## src/rtl/branch_redirect_ctrl.sv

```systemverilog
// branch_redirect_ctrl: arbitrates trap/mret/branch redirects, holds the winner until fetch accepts it
//
// Ports:
//    clk, rst                     clock, synchronous active-high reset
//    ex_valid, ex_br_taken        EX-stage valid instruction and taken result
//    ex_target                    EX-stage branch/jump target
//    stall_in                     pipeline frozen (blocks branch events only)
//    trap_req, trap_vec           CSR trap entry request and handler address
//    mret_req, mret_epc           CSR trap return request and return address
//    redir_valid, redir_pc        redirect offered to fetch
//    redir_ready                  fetch accepts the redirect this cycle
//    flush_ifid, flush_idex       kill IF/ID and ID/EX contents
//    hold_fetch                   fetch must not advance sequentially
//    misalign_o, misalign_addr    one-cycle pulse and address for a misaligned taken target
//    br_cnt, trap_cnt             accepted branch and trap/mret redirect counters
module branch_redirect_ctrl #(
   parameter int REG_SIZE = 32,
   parameter int CNT_W    = 32
) (
   input  logic                clk,
   input  logic                rst,
   input  logic                ex_valid,
   input  logic                ex_br_taken,
   input  logic [REG_SIZE-1:0] ex_target,
   input  logic                stall_in,
   input  logic                trap_req,
   input  logic [REG_SIZE-1:0] trap_vec,
   input  logic                mret_req,
   input  logic [REG_SIZE-1:0] mret_epc,
   output logic                redir_valid,
   output logic [REG_SIZE-1:0] redir_pc,
   input  logic                redir_ready,
   output logic                flush_ifid,
   output logic                flush_idex,
   output logic                hold_fetch,
   output logic                misalign_o,
   output logic [REG_SIZE-1:0] misalign_addr,
   output logic [CNT_W-1:0]    br_cnt,
   output logic [CNT_W-1:0]    trap_cnt
);
   localparam logic [0:0] IDLE = 1'b0;
   localparam logic [0:0] PEND = 1'b1;
   localparam logic [1:0] SRC_BR   = 2'd0;
   localparam logic [1:0] SRC_MRET = 2'd1;
   localparam logic [1:0] SRC_TRAP = 2'd2;

   logic [0:0]          state_q, state_d;
   logic [1:0]          src_q, src_d;
   logic [REG_SIZE-1:0] pc_q, pc_d;
   logic                tpend_q, tpend_d;
   logic [REG_SIZE-1:0] tvec_q, tvec_d;
   logic                mis_q;
   logic [REG_SIZE-1:0] maddr_q;
   logic [CNT_W-1:0]    br_cnt_q, trap_cnt_q;
   logic                idle, t_ev, m_ev, b_ev, b_mis, b_ok, capture, accept;
   logic [REG_SIZE-1:0] t_pc;

   // A trap that arrived while an older redirect was being accepted is remembered
   // here so it is captured in the following IDLE cycle even if trap_req was a pulse.
   assign idle    = state_q == IDLE;
   assign t_ev    = trap_req | tpend_q;
   assign t_pc    = trap_req ? trap_vec : tvec_q;
   assign m_ev    = mret_req & !t_ev;
   assign b_ev    = ex_valid & ex_br_taken & !stall_in & !t_ev & !m_ev;
   assign b_mis   = b_ev & (ex_target[1:0] != 2'b00);
   assign b_ok    = b_ev & !b_mis;
   assign capture = idle & (t_ev | m_ev | b_ok);
   assign accept  = !idle & redir_ready;

   always_comb begin
      state_d = state_q;
      src_d   = src_q;
      pc_d    = pc_q;
      tpend_d = 1'b0;
      tvec_d  = trap_vec;
      if (idle) begin
         if (capture) begin
            state_d = PEND;
            src_d   = t_ev ? SRC_TRAP : m_ev ? SRC_MRET : SRC_BR;
            pc_d    = t_ev ? t_pc : m_ev ? mret_epc : ex_target;
         end
      end else if (accept) begin
         state_d = IDLE;
         tpend_d = trap_req & (src_q != SRC_TRAP);
      end else if (trap_req && src_q != SRC_TRAP) begin
         src_d = SRC_TRAP;
         pc_d  = trap_vec;
      end else if (m_ev && src_q == SRC_BR) begin
         src_d = SRC_MRET;
         pc_d  = mret_epc;
      end
   end

   always_ff @(posedge clk) begin
      if (rst) begin
         state_q    <= IDLE;
         src_q      <= SRC_BR;
         pc_q       <= '0;
         tpend_q    <= 1'b0;
         tvec_q     <= '0;
         mis_q      <= 1'b0;
         maddr_q    <= '0;
         br_cnt_q   <= '0;
         trap_cnt_q <= '0;
      end else begin
         state_q    <= state_d;
         src_q      <= src_d;
         pc_q       <= pc_d;
         tpend_q    <= tpend_d;
         tvec_q     <= tvec_d;
         mis_q      <= idle & b_mis;
         maddr_q    <= (idle & b_mis) ? ex_target : maddr_q;
         br_cnt_q   <= (accept && src_q == SRC_BR) ? br_cnt_q + CNT_W'(1) : br_cnt_q;
         trap_cnt_q <= (accept && src_q != SRC_BR) ? trap_cnt_q + CNT_W'(1) : trap_cnt_q;
      end
   end

   assign redir_valid   = !idle;
   assign redir_pc      = pc_q;
   assign hold_fetch    = !idle;
   assign flush_ifid    = !idle | capture;
   assign flush_idex    = !idle | capture;
   assign misalign_o    = mis_q;
   assign misalign_addr = maddr_q;
   assign br_cnt        = br_cnt_q;
   assign trap_cnt      = trap_cnt_q;
endmodule
```

## config.mk

```make
export PLATFORM = sky130hd
export DESIGN_NAME = branch_redirect_ctrl
export DESIGN_NICKNAME = d
export VERILOG_FILES = /design/src/rtl/branch_redirect_ctrl.sv
export SDC_FILE = /design/constraint.sdc
export NUM_CORES = 1
export LEC_CHECK = 0
export CAP_MARGIN = 15
export CELL_PAD_IN_SITES_DETAIL_PLACEMENT = 0
export CELL_PAD_IN_SITES_GLOBAL_PLACEMENT = 1
export CORE_MARGIN = 8
export CORE_UTILIZATION = 35
export CTS_BUF_LIST = sky130_fd_sc_hd__clkbuf_4 sky130_fd_sc_hd__clkbuf_8 sky130_fd_sc_hd__clkbuf_16
export DETAILED_ROUTE_END_ITERATION = 8
export PLACE_DENSITY_LB_ADDON = 0.1
export SLEW_MARGIN = 10
export SYNTH_ARGS = -nofsm -noshare
export SYNTH_HDL_FRONTEND = slang
export SYNTH_SLANG_ARGS = --single-unit
```

## constraint.sdc

```tcl
create_clock -name clk -period 3.9 [get_ports clk]
set_input_delay 0.78 -clock clk [delete_from_list [all_inputs] [get_ports clk]]
set_output_delay 0.78 -clock clk [all_outputs]
set_load 0.05 [all_outputs]
```

==> reports/metrics.csv, run 1 <==
stage;metric;value;unit
setup_path;cp_max_fo;19;
synthesis;async_flop_share;0;
setup_path;required;3.12;ns
outcome;status;finished clean;
detailed_routing;totalWireLength;23.53;mm
detailed_routing;vias_per_cell;4.974;
synthesis;synth_commonest_cells;dfxtp_1 (165), nand2_1 (133), nor2_1 (114);
run;cap_violations;0;
power;ir_drop;0.2797;mV
synthesis;syn_area;7101;sq um
clocking;cts_hold_buf;0;
timing;fmax;0.3334;GHz
placement;port_buffers;236;
final_layout;syn2layout_area_growth;44.78;%
power;p_clk_frac;0.412;
detailed_routing;drc;0;
clocking;htree_levels;4;
setup_path;ff2ff_path_depth;6;
final_layout;nFillCells;1986;
timing;min_period_over_period;0.7691;
clocking;cts_made_buffers;17;
final_layout;drive_above_1_share;0.05904;
floorplan;die_x;158.4;um
timing;max_slew_margin;0.4443;
synthesis;yosysWarnings;0;
placement;gp_congestion;0.7905;
synthesis;ys_top_cells_by_area;dfxtp_1 (47%), nand2_1 (7.0%), nor2_1 (6.0%);
clocking;clk_pin_slew;0.06;ns
clocking;insertion_delay;0.43;ns
timing;rsz0062_at_grt;false;
power;p_int;2.981;mW
final_layout;nNetsFinal;1177;
timing;maxSlewViolCount;0;
clocking;cts_root_buf;clkbuf_16;
synthesis;synthesis.area_per_instance;8.237;sq um
placement;dp_slack;0.7871;ns
synthesis;synth_cell_type_count;47;
global_route;antenna_found_initial;2;
timing;finalHoldViolCount;0;
timing;worst_pin_slew;0.8326;ns
detailed_routing;detail-route-antenna-nets;0;
floorplan;fp-row-count;52;
power;power.switching;1.187;mW
power;p_sw_frac;0.2847;
placement;hpwlAfterDp;16.78;mm
setup_path;reg2reg_to;br_cnt[29];
detailed_routing;drt_iter0_markers;355;
worst_hold_path;holdPathEnd;redir_pc[21];
clocking;cts_setup_buffers;0;
timing;timing.setup.tns;0;ns
floorplan;dieArea;25100;sq um
global_route;grt_pass1_wl;36.04;mm
detailed_routing;wl_per_cell;17.35;um
floorplan;core_area;20100;sq um
setup_path;rrSetupSlack;1.43;ns
floorplan;ios;237;
timing;layout_min_cycle_time;3.000;ns
clocking;cts_buffer_depth;2;
synthesis;synth.most_common_cell;dfxtp_1;
clocking;cts_tree;done;
synthesis;synth_top_cell_by_area;dfxtp_1;
synthesis;yosys.area.top_type_share;0.4652;
synthesis;ys_ff_latch;165;
global_route;grt_usage;0.1839;
synthesis;synth_nets;968;
timing;timing.hold.ws;0.4524;ns
setup_path;crit_type;in -> out;
timing;setup_violations;0;
floorplan;initial_core_util;0.3532;
power;combPwrFrac;0.158;
worst_hold_path;hold_class;reg -> reg;
setup_path;r2r_start;hold_fetch;
setup_path;critical_path_arrival;2.22;ns
synthesis;netlist_instances;862;
clocking;cts_sinks;165;
timing;finClkSkew;0.01214;ns
clocking;cts_resized;0;
timing;finalWorstSetupSlack;0.9004;ns
global_route;first_global_vias;6477;
detailed_routing;first_pass_iters;4;
power;p_seq_frac;0.429;
global_route;grt_max_degree;80;
power;p_leak;3.584;nW
detailed_routing;vias;6745;
final_layout;postLayoutCoreUtil;0.5113;
floorplan;die_y;158.4;um
synthesis;synthFlopType;dfxtp_1;
power;power_per_cell_area;405.4;nW/um^2
setup_path;setup.worst_path.start_class;input pin;
synthesis;synth-edff-count;0;
worst_hold_path;hold_path_depth;2;
global_route;grt-ovfl-total;0;
worst_hold_path;min_from;redir_pc[21];
setup_path;end_kind;output pin;
synthesis;ys_seq_area_frac;0.4652;
==> worst max path at each step <==
stage                           start    endpoint  slack, ns  cells past startpoint
after floorplan              mret_req  flush_ifid       1.38                      4
after global placement    redir_ready  br_cnt[29]       0.89                      7
after detailed placement  redir_ready  br_cnt[29]       0.79                      7
after CTS                    mret_req  flush_idex       0.91                      5
after global routing         mret_req  flush_ifid       0.78                      5
final                        mret_req  flush_idex       0.90                      5
==> logic make-up after synthesis <==
| kind of cell | share of synthesized area |
|---|---|
| AO/OA/AOI/OAI | 0.1376 |
| XOR/XNOR | 0.07031 |
| adder cells (fa/ha/maj) | 0.003524 |
| buffers and inverters | 0.03947 |
| flip-flops | 0.4652 |
| multiplexers | 0.001410 |
| AND/OR/NAND/NOR | 0.2825 |
==> worst max-delay path: stages <==
cell	delay, ns
clkdlybuf4s50_1	0.44
buf_4	0.22
nor4_1	0.25
a21bo_2	0.31
buf_4	0.20
==> sequential cells by signal (all words and copies together), names as in the netlist <==
signal	cells
misalign_addr	32
trap_cnt	32
hold_fetch	1
br_cnt	32
src_q	2
tpend_q	1
tvec_q	32
misalign_o	1
redir_pc	32
==> metrics by stage <==
step	cells	cell area [sq um]	power, mW
floorplan	862	7101	2.202
detailed placement	1322	9679	2.488
global route	1356	10280	4.343
CTS	1354	10270	4.222
finish	1356	10280	4.168
global placement	1322	9679	2.490
==> cells in the final DEF, fill, tap and decap left out, types with 24 or more instances in the layout <==
master	synthesis	layout
a21oi_1	72	72
clkdlybuf4s50_1	0	233
dfxtp_1	165	164
nand2_1	133	133
nand3_1	25	25
nand4_1	24	24
nor2_1	114	113
nor2b_1	35	35
nor3_1	30	30
xor2_1	40	40
==> layout make-up <==
class	count	area, sq um	area share
multi-input combinational	628	3520	0.3424
sequential	165	3304	0.3214
timing repair buffer	253	2495	0.2427
clock buffer	17	425.4	0.04138
tap	270	337.8	0.03286
clock inverter	15	170.2	0.01655
inverter	6	22.52	0.002191
antenna	2	5.005	0.0004869
==> metal layers <==
metal | vias up | part of all wire | GRT usage
li1 | 3410 | - | -
met1 | 3131 | 0.46 | 0.2444
met2 | 183 | 0.46 | 0.2836
met3 | 21 | 0.066 | 0.04750
met4 | 0 | 0.016 | 0.06376
met5 | - | 0 | 0
==> power by group through the flow <==
stage,Clock (mW),Sequential (mW),Combinational [mW]
global route,1.84,1.80,0.707
finish,1.72,1.79,0.660
detailed placement,0,1.83,0.661
CTS,1.77,1.79,0.665
floorplan,0,1.98,0.224
global placement,0,1.83,0.662
(Power assumes the default switching activity.)
==> run 2: changes to the inputs <==
--- a/config.mk
+++ b/config.mk
@@ -9,7 +9,7 @@
 export CELL_PAD_IN_SITES_DETAIL_PLACEMENT = 0
 export CELL_PAD_IN_SITES_GLOBAL_PLACEMENT = 1
 export CORE_MARGIN = 8
-export CORE_UTILIZATION = 35
+export CORE_UTILIZATION = 33
 export CTS_BUF_LIST = sky130_fd_sc_hd__clkbuf_4 sky130_fd_sc_hd__clkbuf_8 sky130_fd_sc_hd__clkbuf_16
 export DETAILED_ROUTE_END_ITERATION = 8
 export PLACE_DENSITY_LB_ADDON = 0.1
==> constraint.sdc (replaced) <==
create_clock -name clk -period 2.77 [get_ports clk]
set_input_delay 0.554 -clock clk [delete_from_list [all_inputs] [get_ports clk]]
set_output_delay 0.554 -clock clk [all_outputs]
set_load 0.05 [all_outputs]
==> run 2 against run 1 <==
Net effect: first-iteration DRC count grew 16%; via count shrank 0.25%; setup slack lost 0.59 ns; routed wire length grew 3.5%; total power grew 41%; die area grew 5.4%; largest cell class unchanged.
==> reports/metrics.csv, run 2 (same netlist as run 1, synthesis figures left out) <==
stage;metric;value;unit
power;p_leak;3.586;nW
final_layout;multiInputGateArea;3521;sq um
power;combPwrFrac;0.159;
power;report.power.total;5.861;mW
clocking;cts_tree;done;
detailed_routing;drc;0;
detailed_routing;vias_per_cell;4.933;
clocking;cts_resized;0;
power;power_per_cell_area;567.9;nW/um^2
power;p_clk_frac;0.411;
setup_path;cp_top_family;buffers and inverters;
placement;place_inst;1330;
final_layout;drive_above_1_share;0.06256;
final_layout;seq_area;3304;sq um
placement;dp_slack;0.05785;ns
setup_path;end_kind;output pin;
setup_path;slowest_delay;0.90;ns
timing;rsz0062_at_grt;false;
timing;finalWorstSetupSlack;0.3104;ns
setup_path;crit_type;reg -> out;
detailed_routing;vias;6728;
setup_path;critical_path_arrival;1.91;ns
final_layout;fin_cells;1364;
power;p_seq_frac;0.430;
clocking;clk_pin_slew;0.06;ns
power;ir_drop;0.3390;mV
floorplan;dieArea;26470;sq um
power;p_sw_frac;0.2807;
global_route;grt_pass1_wl;38.35;mm
final_layout;final_common_cell;clkdlybuf4s50_1;
final_layout;final_cell_mix;clkdlybuf4s50_1 (233), dfxtp_1 (164), nand2_1 (133);
detailed_routing;wl_per_cell;17.85;um
floorplan;die_y;162.7;um
clocking;cts_setup_buffers;0;
timing;maxSlewViolCount;0;
final_layout;syn2layout_area_growth;45.34;%
setup_path;setup.worst_path.start_class;flip-flop;
clocking;cts_sinks;165;
global_route;first_global_vias;6702;
power;p_int;4.216;mW
detailed_routing;drt_iter0_markers;412;
setup_path;cp_cell_sequence;clkdlybuf4s50_1;
timing;fmax;0.4066;GHz
global_route;grt_usage;0.1819;
clocking;cts_buffer_depth;2;
timing;max_slew_margin;0.4467;
detailed_routing;first_pass_iters;5;
timing;layout_min_cycle_time;2.460;ns
setup_path;required;2.22;ns
global_route;grt-ovfl-total;0;
timing;worst_pin_slew;0.8300;ns
global_route;antenna_found_initial;1;
clocking;insertion_delay;0.42;ns
clocking;cts_hold_buf;0;
floorplan;fp-row-count;53;
clocking;htree_levels;4;
timing;timing.setup.tns;0;ns
power;power.switching;1.645;mW
placement;port_buffers;236;
detailed_routing;totalWireLength;24.35;mm
setup_path;path_buf_inv;1;
worst_hold_path;hold_path_depth;2;
final_layout;postLayoutCoreUtil;0.4894;
final_layout;nNetsFinal;1180;
setup_path;cp_slowest_cell;clkdlybuf4s50_1;
setup_path;cp_max_fo;13;
clocking;cts_made_buffers;17;
timing;finalHoldViolCount;0;
final_layout;nFillCells;2085;
placement;hpwlAfterDp;17.55;mm
timing;min_period_over_period;0.8880;
run;cap_violations;0;
floorplan;initial_core_util;0.3367;
outcome;status;finished clean;
worst_hold_path;hold_class;reg -> reg;
floorplan;ios;237;
setup_path;crit_cells;1;
placement;gp_congestion;0.7578;
floorplan;core_area;21090;sq um
global_route;grt_max_degree;61;
setup_path;ff2ff_path_depth;5;
timing;setup_violations;0;
clocking;cts_root_buf;clkbuf_16;
floorplan;die_x;162.7;um
detailed_routing;detail-route-antenna-nets;0;
timing;finClkSkew;0.01272;ns
[run 2: cell count changes in the layout (fill, tap and decap cells not counted), sizes merged]
cell      delta
inv          -3
clkinv       -4
clkbuf       +3
clkinvlp     +4
buf          +3
[run 2: path summary, 6_finish.rpt]
path	startpoint	endpoint	slack (ns)
setup reg to reg	hold_fetch	redir_pc[1]	0.51
hold / removal	misalign_addr[29]	misalign_addr[29]	0.45
setup / recovery	hold_fetch	hold_fetch	0.31
hold reg to reg	misalign_addr[29]	misalign_addr[29]	0.45
[run 2: layer usage]
layer	vias up	GRT usage	part of all wire
met2	193	0.2937	0.46
met4	0	0.04712	0.011
met3	16	0.04828	0.062
met1	3102	0.2361	0.46
met5	-	0	0
li1	3417	-	-
[run 2: layout make-up]
type                            count  share of cell area
Timing Repair Buffer              256              0.2452
Clock inverter                     12             0.01406
Multi-Input combinational cell    628              0.3412
Tap cell                          275             0.03334
Clock buffer                       20             0.04340
Sequential cell                   165              0.3202
Inverter                            6            0.002182
Antenna cell                        2           0.0004850
[run 2: power by group through the flow]
stage	Sequential, mW	Clock [mW]	Combinational (mW)
2_1_floorplan	2.78	0	0.316
3_3_place_gp	2.57	0	0.934
3_5_place_dp	2.58	0	0.934
4_1_cts	2.52	2.47	0.938
5_1_grt	2.53	2.58	0.998
6_report	2.52	2.41	0.930
[run 2: worst min-delay path: stages (launching register included)]
cell and delay (ns):
dfxtp_1 0.31, nand2_1 0.05, a21oi_1 0.05
[run 2: per-stage QoR]
stage                     instance area [sq um]  hold slack (ns)
after floorplan                            7101           0.5796
after global placement                     9722           0.4415
after detailed placement                   9722           0.4470
after CTS                                 10310           0.4563
after global routing                      10320           0.4708
final                                     10320           0.4542
==> run 3: changes to the inputs <==
--- a/config.mk
+++ b/config.mk
@@ -5,13 +5,14 @@
 export SDC_FILE = /design/constraint.sdc
 export NUM_CORES = 1
 export LEC_CHECK = 0
-export CAP_MARGIN = 15
+export CAP_MARGIN = 10
 export CELL_PAD_IN_SITES_DETAIL_PLACEMENT = 0
 export CELL_PAD_IN_SITES_GLOBAL_PLACEMENT = 1
 export CORE_MARGIN = 8
-export CORE_UTILIZATION = 33
+export CORE_UTILIZATION = 35
 export CTS_BUF_LIST = sky130_fd_sc_hd__clkbuf_4 sky130_fd_sc_hd__clkbuf_8 sky130_fd_sc_hd__clkbuf_16
 export DETAILED_ROUTE_END_ITERATION = 8
+export DONT_BUFFER_PORTS = 1
 export PLACE_DENSITY_LB_ADDON = 0.1
 export SLEW_MARGIN = 10
 export SYNTH_ARGS = -nofsm -noshare
==> run 3 against run 2 <==
Net effect: clock-buffer cell count is 2 lower; routed wire length fell by 7.7%; global-route usage decreased by 0.73 points; largest cell class unchanged; flip-flop and latch count unchanged; maximum frequency grew 0.17%; sequential share of layout area grew 7.9 points.
==> reports/metrics.csv, run 3 (same netlist as run 1, synthesis figures left out) <==
stage;metric;value;unit
outcome;status;finished clean;
timing;finClkSkew;0.01038;ns
clocking;cts_buffer_depth;2;
run;cap_violations;0;
clocking;cts_made_buffers;17;
timing;worst_pin_slew;0.8262;ns
final_layout;fin_cells;1169;
detailed_routing;totalWireLength;22.49;mm
detailed_routing;drc;0;
clocking;cts_tree;done;
setup_path;cp_cell_sequence;nor4_1 > a21bo_2 > buf_12;
detailed_routing;drt_iter0_markers;304;
final_layout;multiInputGateArea;3520;sq um
final_layout;nFillCells;2039;
worst_hold_path;min_from;rst;
setup_path;rrSetupSlack;0.46;ns
power;p_leak;2.972;nW
clocking;clk_pin_slew;0.07;ns
setup_path;ff2ff_path_depth;5;
global_route;first_global_vias;5827;
timing;rsz0062_at_grt;false;
placement;gp_congestion;0.8792;
detailed_routing;highest_layer;met5;
worst_hold_path;holdPathEnd;misalign_addr[21];
final_layout;syn2layout_area_growth;16.58;%
floorplan;initial_core_util;0.3532;
floorplan;die_y;158.4;um
clocking;insertion_delay;0.42;ns
clocking;cts_sinks;165;
clocking;htree_levels;4;
placement;hpwlAfterDp;16.65;mm
setup_path;critical_path_arrival;1.90;ns
timing;setup_violations;0;
setup_path;slowest_delay;0.45;ns
global_route;grt_max_degree;166;
timing;timing.setup.tns;0;ns
detailed_routing;met2_length;10.73;mm
setup_path;cp_max_fo;25;
timing;min_period_over_period;0.8864;
final_layout;postLayoutCoreUtil;0.4118;
global_route;grt-ovfl-total;0;
final_layout;final_cell_mix;dfxtp_1 (164), nand2_1 (133), nor2_1 (113);
placement;place_inst;1137;
final_layout;nNetsFinal;992;
setup_path;setup.worst_path.start_class;flip-flop;
final_layout;final_common_cell;dfxtp_1;
setup_path;required;2.22;ns
timing;layout_min_cycle_time;2.455;ns
timing;finalHoldViolCount;0;
detailed_routing;vias;6100;
global_route;grt_pass1_wl;33.78;mm
setup_path;reg2reg_to;redir_pc[24];
detailed_routing;first_pass_iters;4;
floorplan;dieArea;25100;sq um
final_layout;seq_area;3304;sq um
floorplan;core_area;20100;sq um
floorplan;ios;237;
timing;maxSlewViolCount;0;
detailed_routing;wl_met1;8.887;mm
clocking;cts_root_buf;clkbuf_16;
power;ir_drop;0.3928;mV
setup_path;cp_slowest_cell;dfxtp_2;
global_route;antenna_found_initial;1;
floorplan;fp-row-count;52;
placement;port_buffers;0;
detailed_routing;vias_per_cell;5.218;
detailed_routing;met3_length;2.233;mm
final_layout;antennaDiodeCount;0;
final_layout;drive_above_1_share;0.1246;
power;power_per_cell_area;643.4;nW/um^2
detailed_routing;detail-route-antenna-nets;0;
timing;fmax;0.4073;GHz
clocking;cts_hold_buf;0;
worst_hold_path;hold_class;in -> reg;
setup_path;r2r_start;src_q[0];
setup_path;end_kind;output pin;
setup_path;crit_type;reg -> out;
detailed_routing;wl_per_cell;19.24;um
clocking;cts_resized;0;
timing;max_slew_margin;0.4492;
floorplan;die_x;158.4;um
global_route;grt_usage;0.1746;
clocking;cts_setup_buffers;0;
worst_hold_path;hold_path_depth;1;
## run 3: final cells by class
cell class                 instances  area share
timing repair buffer              68     0.06469
tap                              270     0.04081
inverter                           6    0.002721
sequential                       165      0.3992
clock inverter                    14     0.01436
clock buffer                      18     0.05305
multi-input combinational        628      0.4252
## run 3: worst max path at each step
stage               startpoint            to
global route           tpend_q    flush_idex
detailed placement    trap_req  redir_pc[24]
CTS                    tpend_q    flush_idex
finish                 tpend_q    flush_idex
global placement    hold_fetch    br_cnt[29]
floorplan           hold_fetch  redir_pc[10]
## run 3: layer usage
metal	up-vias	track usage
li1	3023	-
met2	204	0.2842
met5	-	0
met1	2837	0.1996
met3	34	0.06813
met4	2	0.07768
## run 3: report_power, final
part	internal, mW	switching (mW)	total (mW)	leakage (nW)
combinational	0.144	0.215	0.359	1.36
clock	1.19	1.03	2.22	0.267
sequential	2.47	0.281	2.75	1.35
## run 3: stage by stage
stage               total power [mW]  worst slack, ns  area, sq um  hold slack (ns)
floorplan                      3.100           0.4779         7101           0.5796
global placement               3.153           0.5911         7720           0.5187
detailed placement             3.163           0.4976         7720           0.5344
CTS                            5.409           0.2971         8278           0.1886
global route                   5.562           0.1799         8278           0.1715
finish                         5.326           0.3146         8278           0.2052
## run 3: worst max-delay path: cells and delay by family, from the launching register on
kind | cells | cell delay [ns]
compound gates | 1 | 0.43
buf+inv | 1 | 0.22
flops | 1 | 0.45
simple gates | 1 | 0.39
